==> src/rtl/sub16_pkg.sv <==
// Shared constants for the bit-serial subtractor.
// Holds the state encoding, the default width and the bit-counter width.
package sub16_pkg;

    // Default operand and result width.
    localparam int DEF_WIDTH = 16;

    // FSM states.
    typedef enum logic [1:0] {
        S_IDLE  = 2'd0,
        S_SHIFT = 2'd1,
        S_DONE  = 2'd2
    } state_t;

    // The counter needs one extra bit so it can hold WIDTH itself.
    function automatic int cnt_w(input int w);
        return $clog2(w) + 1;
    endfunction

    localparam int CNT_W = cnt_w(DEF_WIDTH);

endpackage

==> src/rtl/sub16_serial_full_subtractor.sv <==
// One-bit full subtractor slice: d = x - y - bin, with bout as the borrow out.
// Ports: x, y, bin (inputs); d, bout (outputs).
module full_subtractor (
    input  logic x,
    input  logic y,
    input  logic bin,
    output logic d,
    output logic bout
);

    assign d    = x ^ y ^ bin;
    assign bout = (~x & y) | (~(x ^ y) & bin);

endmodule

==> src/rtl/sub16_serial.sv <==
// Bit-serial two's-complement subtractor: out = a - b, LSB first, one bit per clock.
// Ports: clock, reset (sync, active-high), start, a, b -> busy, done, out, borrow, zr, ng.
// Optional macro SUB16_SERIAL_OVF_EN adds output ovf (signed overflow).
module sub16_serial
    import sub16_pkg::*;
#(
    parameter int WIDTH = DEF_WIDTH
) (
    input  logic             clock,
    input  logic             reset,
    input  logic             start,
    input  logic [WIDTH-1:0] a,
    input  logic [WIDTH-1:0] b,
    output logic             busy,
    output logic             done,
    output logic [WIDTH-1:0] out,
    output logic             borrow,
    output logic             zr,
    output logic             ng
`ifdef SUB16_SERIAL_OVF_EN
    ,
    output logic             ovf
`endif
);

    localparam int CW = cnt_w(WIDTH);
    localparam int IW = $clog2(WIDTH);

    state_t           state;
    state_t           state_nx;
    logic [WIDTH-1:0] ra;
    logic [WIDTH-1:0] rb;
    logic [CW-1:0]    cnt;
    logic             bin;
    logic             accept;
    logic             last;
    logic             xi;
    logic             yi;
    logic             d;
    logic             bout;
    logic [WIDTH-1:0] out_nx;

    // Operands stay put; the counter selects the bit being consumed.
    assign xi = ra[cnt[IW-1:0]];
    assign yi = rb[cnt[IW-1:0]];

    full_subtractor u_fs (
        .x    (xi),
        .y    (yi),
        .bin  (bin),
        .d    (d),
        .bout (bout)
    );

    // New difference bit enters at the MSB; after WIDTH shifts bit 0 is in place.
    assign out_nx = {d, out[WIDTH-1:1]};

    always_ff @(posedge clock) begin
        if (reset) begin
            state <= S_IDLE;
        end else begin
            state <= state_nx;
        end
    end

    always_comb begin
        state_nx = state;
        busy     = 1'b0;
        done     = 1'b0;
        accept   = 1'b0;
        last     = 1'b0;
        unique case (state)
            S_IDLE: begin
                if (start) begin
                    accept   = 1'b1;
                    state_nx = S_SHIFT;
                end
            end
            S_SHIFT: begin
                busy = 1'b1;
                if (cnt == CW'(WIDTH - 1)) begin
                    last     = 1'b1;
                    state_nx = S_DONE;
                end
            end
            S_DONE: begin
                done = 1'b1;
                // Back-to-back start is taken without an idle bubble.
                if (start) begin
                    accept   = 1'b1;
                    state_nx = S_SHIFT;
                end else begin
                    state_nx = S_IDLE;
                end
            end
            default: state_nx = S_IDLE;
        endcase
    end

    always_ff @(posedge clock) begin
        if (reset) begin
            ra     <= '0;
            rb     <= '0;
            cnt    <= '0;
            bin    <= 1'b0;
            out    <= '0;
            borrow <= 1'b0;
            zr     <= 1'b1;
            ng     <= 1'b0;
        end else if (accept) begin
            ra  <= a;
            rb  <= b;
            cnt <= '0;
            bin <= 1'b0;
        end else if (busy) begin
            out <= out_nx;
            bin <= bout;
            cnt <= cnt + 1'b1;
            // Flags only move on the edge that enters DONE.
            if (last) begin
                borrow <= bout;
                zr     <= (out_nx == '0);
                ng     <= out_nx[WIDTH-1];
            end
        end
    end

`ifdef SUB16_SERIAL_OVF_EN
    always_ff @(posedge clock) begin
        if (reset) begin
            ovf <= 1'b0;
        end else if (busy && last) begin
            ovf <= (ra[WIDTH-1] != rb[WIDTH-1]) &&
                   (out_nx[WIDTH-1] != ra[WIDTH-1]);
        end
    end
`endif

endmodule

==> config.mk <==
export PLATFORM = sky130hd
export DESIGN_NAME = sub16_serial
export DESIGN_NICKNAME = d
export VERILOG_FILES = /design/src/rtl/sub16_pkg.sv /design/src/rtl/sub16_serial_full_subtractor.sv /design/src/rtl/sub16_serial.sv
export SDC_FILE = /design/constraint.sdc
export NUM_CORES = 1
export LEC_CHECK = 0
export ABC_AREA = 1
export CORE_ASPECT_RATIO = 1.2
export CORE_MARGIN = 3
export CORE_UTILIZATION = 45
export CTS_BUF_LIST = sky130_fd_sc_hd__clkbuf_16
export DETAILED_ROUTE_END_ITERATION = 6
export GPL_TIMING_DRIVEN = 0
export PLACE_DENSITY = 0.74
export SLEW_MARGIN = 25
export SYNTH_ARGS = -nofsm -noshare
export SYNTH_HDL_FRONTEND = slang
export SYNTH_HIERARCHICAL = 1
export SYNTH_SLANG_ARGS = --single-unit
==> constraint.sdc <==
create_clock -name clock -period 1.9 [get_ports clock]
set_clock_uncertainty 0.15 [all_clocks]
set_input_delay 0.19 -clock clock [delete_from_list [all_inputs] [get_ports clock]]
set_output_delay 0.19 -clock clock [all_outputs]
set_load 0.01 [all_outputs]
==> results.md <==
- Cells after synthesis: 346
- Register Area: 1180 sq um
- Antenna violations before repair: 0
- #FFs+latches synth: 59
- Via count: 2531
- Power density over the cells: 968 nW/um^2
- Multi-input gate area: 1130 sq um
- Port buffer count: 55
- Failing checks: negative setup slack
- Setup CP Type: reg2reg
- Chip Height: 88.2 um
- Synthesis-to-layout area growth: 41.4%
- HPWL after detailed placement: 4430 um
- DRC viols: 0
- GPL Wtd Cong: 0.880
- HP Class: reg2reg
- Grt total ovfl: 0
- H-tree Lvls: 3
- Final cycle utilization of the critical path: 111%
- WHS Endpoint: ra[9]
- Final Hold Viols: 0
- Post-synth cell types: 22
- CTS Sinks: 59
- Setup crit start kind: register
- Reg2reg setup slack: -0.21 ns
- Post-Place Worst Slack: -0.301 ns
- Vias/cell: 5.24
- Num rows: 29
- Syn Std Cell Area: 2540 sq um
- Die Area: 6580 sq um
- Unrepaired setup endpoints after global routing: true
- Fillers: 476
- Crit path cell chain: buf_8 > o21ai_1 > nand2_1 > nand3_2 > nand3_2 > nand2_2 > fa_2 > nor2_1 > nand3_1 > nor2_2 > nand3_1 > nand2_1
- CTS tree: yes
- Core area: 5370 sq um
- RR Endpoint: zr
- Worst-Margin Slew: 0.450 ns
- Drt wl/cell: 13.7 um
- R2R cell count: 12
- Largest net degree at the start of global routing: 11
- Worst VDD drop: 0.797 mV
- Hold wc startpoint: ra[9]
- GRT Resource Usage Total: 21.2%
- WP data arrival: 2.23 ns
- ANT nets after route: 0
- Initial core utilization: 47.2%
- Crit path time final: 2.11 ns
- Crit-path slowest cell: fa_2
- Ys Warns: 6
- Worst Slack Setup Final: -0.212 ns
- CP required: 2.02 ns
- WL final: 6610 um
- DRT Pass-1 Iters: 5
- Diodes inserted: 0
- CTS clk-pin slew, worst paths: 0.05 ns
- Overall power: 3.47 mW
- DIE WIDTH: 74.5 um
- Number of global-route vias before repair: 2445
- Max-cap viol count: 0
- Final setup violation count: 3
- Final net count: 454
- Critical Path Fanout Max: 10
- CTS Root Cell: clkbuf_16
- Final Max Slew Viols: 0
- Clk_lat worst skew: 0.32 ns
- Hold-critical path depth: 2
- Io pins: 56
- Maximum buffer depth of the clock tree: 2
- Synthesized area per cell: 7.33 sq um
- Net Count, Synth: 384
- TritonCTS buffer count: 9
- Max Clock Freq: 474 MHz
- Crit path largest cell delay: 0.46 ns
- Post-synthesis sequential area ratio: 46.6%
- CP endpoint kind: register
- Relative slew slack: 70.0%
- Buffers & Inverters on Critical Path: 1
- Layout cells sized above 1: 15.0%
- Initial DRC count: 166
- Status: complete, but fails checks
- P_leak: 1.48 nW
- First-pass GRT wire length: 10700 um
- Worst R2R Start: cnt[0]
- Cell family with most CP delay: simple AND/OR/NAND/NOR gates
-- cell type report --
class | instances | share of cell area, %
Sequential cell | 59 | 33.0
Multi-Input combinational cell | 219 | 31.6
Timing Repair Buffer | 59 | 16.3
Clock buffer | 9 | 6.28
Inverter | 49 | 5.41
Buffer | 19 | 3.59
Tap cell | 62 | 2.16
Clock inverter | 7 | 1.67
-- sequential cells by signal, indices dropped and copies added (netlist names) --
name / count
borrow: 1
bin: 1
cnt: 5
zr: 1
rb: 16
state: 2
ra: 16
ng: 1
out: 16
-- cells in the mapped netlist, drive strengths merged --
| master | n | area, sq um |
|---|---|---|
| buf | 13 | 98.8 |
| o21ai | 53 | 265 |
| nand2 | 47 | 179 |
| a211oi | 2 | 20.0 |
| nand4 | 1 | 6.26 |
| clkbuf | 6 | 22.5 |
| fa | 1 | 20.0 |
| dfxtp | 59 | 1180 |
| nor2 | 37 | 146 |
| ha | 2 | 25.0 |
| nor3 | 5 | 30.0 |
| a21oi | 40 | 200 |
| o21a | 1 | 7.51 |
| nand3 | 30 | 150 |
| inv | 49 | 184 |
-- repair_timing --
item                                    CTS  global route
resized for setup                        11            23
setup buffers                             3             0
endpoints found under the setup margin    5             4
hold buffers                              0             0
pin swaps                                 1             3
gates cloned                              1             0
-- layer usage --
layer	vias to the layer above	track usage, %	routed length [um]	share of wire (%)
met3	14	3.75	286	4.3
met4	0	10.7	137	2.1
met1	1176	26.1	2930	44
met5	-	0	0	0
met2	78	35.3	3260	49
li1	1263	-	-	-
-- through the flow --
stage / hold slack [ns] / util [%] / std cells / setup TNS (ns) / instance area, sq um
after floorplan: 0.109 / - / 346 / 0 / 2540
after global placement: 0.291 / 59.0 / 463 / -0.540 / 3170
after detailed placement: 0.298 / 59.0 / 463 / -0.636 / 3170
after CTS: 0.306 / 65.2 / 483 / -0.583 / 3500
after global routing: 0.325 / 66.8 / 483 / -0.886 / 3590
final: 0.302 / 66.8 / 483 / -0.605 / 3590
-- layout by cell type (no fill, tap or decap), types with 2 or more instances in the layout --
| cell type | count |
|---|---|
| dfxtp_1 | 58 |
| o21ai_0 | 48 |
| nand2_2 | 8 |
| inv_2 | 4 |
| buf_2 | 7 |
| inv_1 | 44 |
| o21ai_1 | 5 |
| nor2_1 | 35 |
| nor3_1 | 4 |
| nand3_1 | 18 |
| clkbuf_16 | 9 |
| buf_6 | 6 |
| clkbuf_1 | 6 |
| clkdlybuf4s50_1 | 54 |
| nand3_2 | 12 |
| a21oi_1 | 40 |
| clkinv_2 | 3 |
| nand2_1 | 39 |
| ha_1 | 2 |
| buf_4 | 3 |
-- worst reg2reg max path, cell delays in order (launching register included) --
cell     delay (ns)
dfxtp_4        0.37
buf_8          0.14
o21ai_1        0.18
nand2_1        0.09
nand3_2        0.07
nand3_2        0.07
nand2_2        0.09
fa_2           0.46
nor2_1         0.11
nand3_1        0.08
nor2_2         0.10
nand3_1        0.08
nand2_1        0.06
-- worst max path at each step --
stage | startpoint | end | slack [ns] | cells past startpoint
final | cnt[0] | zr | -0.21 | 12
after global routing | cnt[0] | zr | -0.32 | 13
after CTS | cnt[0] | zr | -0.22 | 14
after detailed placement | cnt[0] | zr | -0.30 | 13
after global placement | cnt[0] | zr | -0.28 | 13
after floorplan | cnt[0] | zr | 0.01 | 14
-- kinds of logic after synthesis --
kind of cell	share of synthesized area (%)
AND/OR/NAND/NOR	20.2
AO/OA/AOI/OAI	19.4
buffers and inverters	12.0
flip-flops	46.6
adder cells (fa/ha/maj)	1.78
-- power breakdown --
part | internal, mW | total [mW] | switching [mW]
combinational | 0.263 | 0.563 | 0.300
clock | 0.995 | 1.53 | 0.535
sequential | 1.33 | 1.38 | 0.0468
total | 2.59 | 3.47 | 0.882
(Power assumes the default switching activity.)
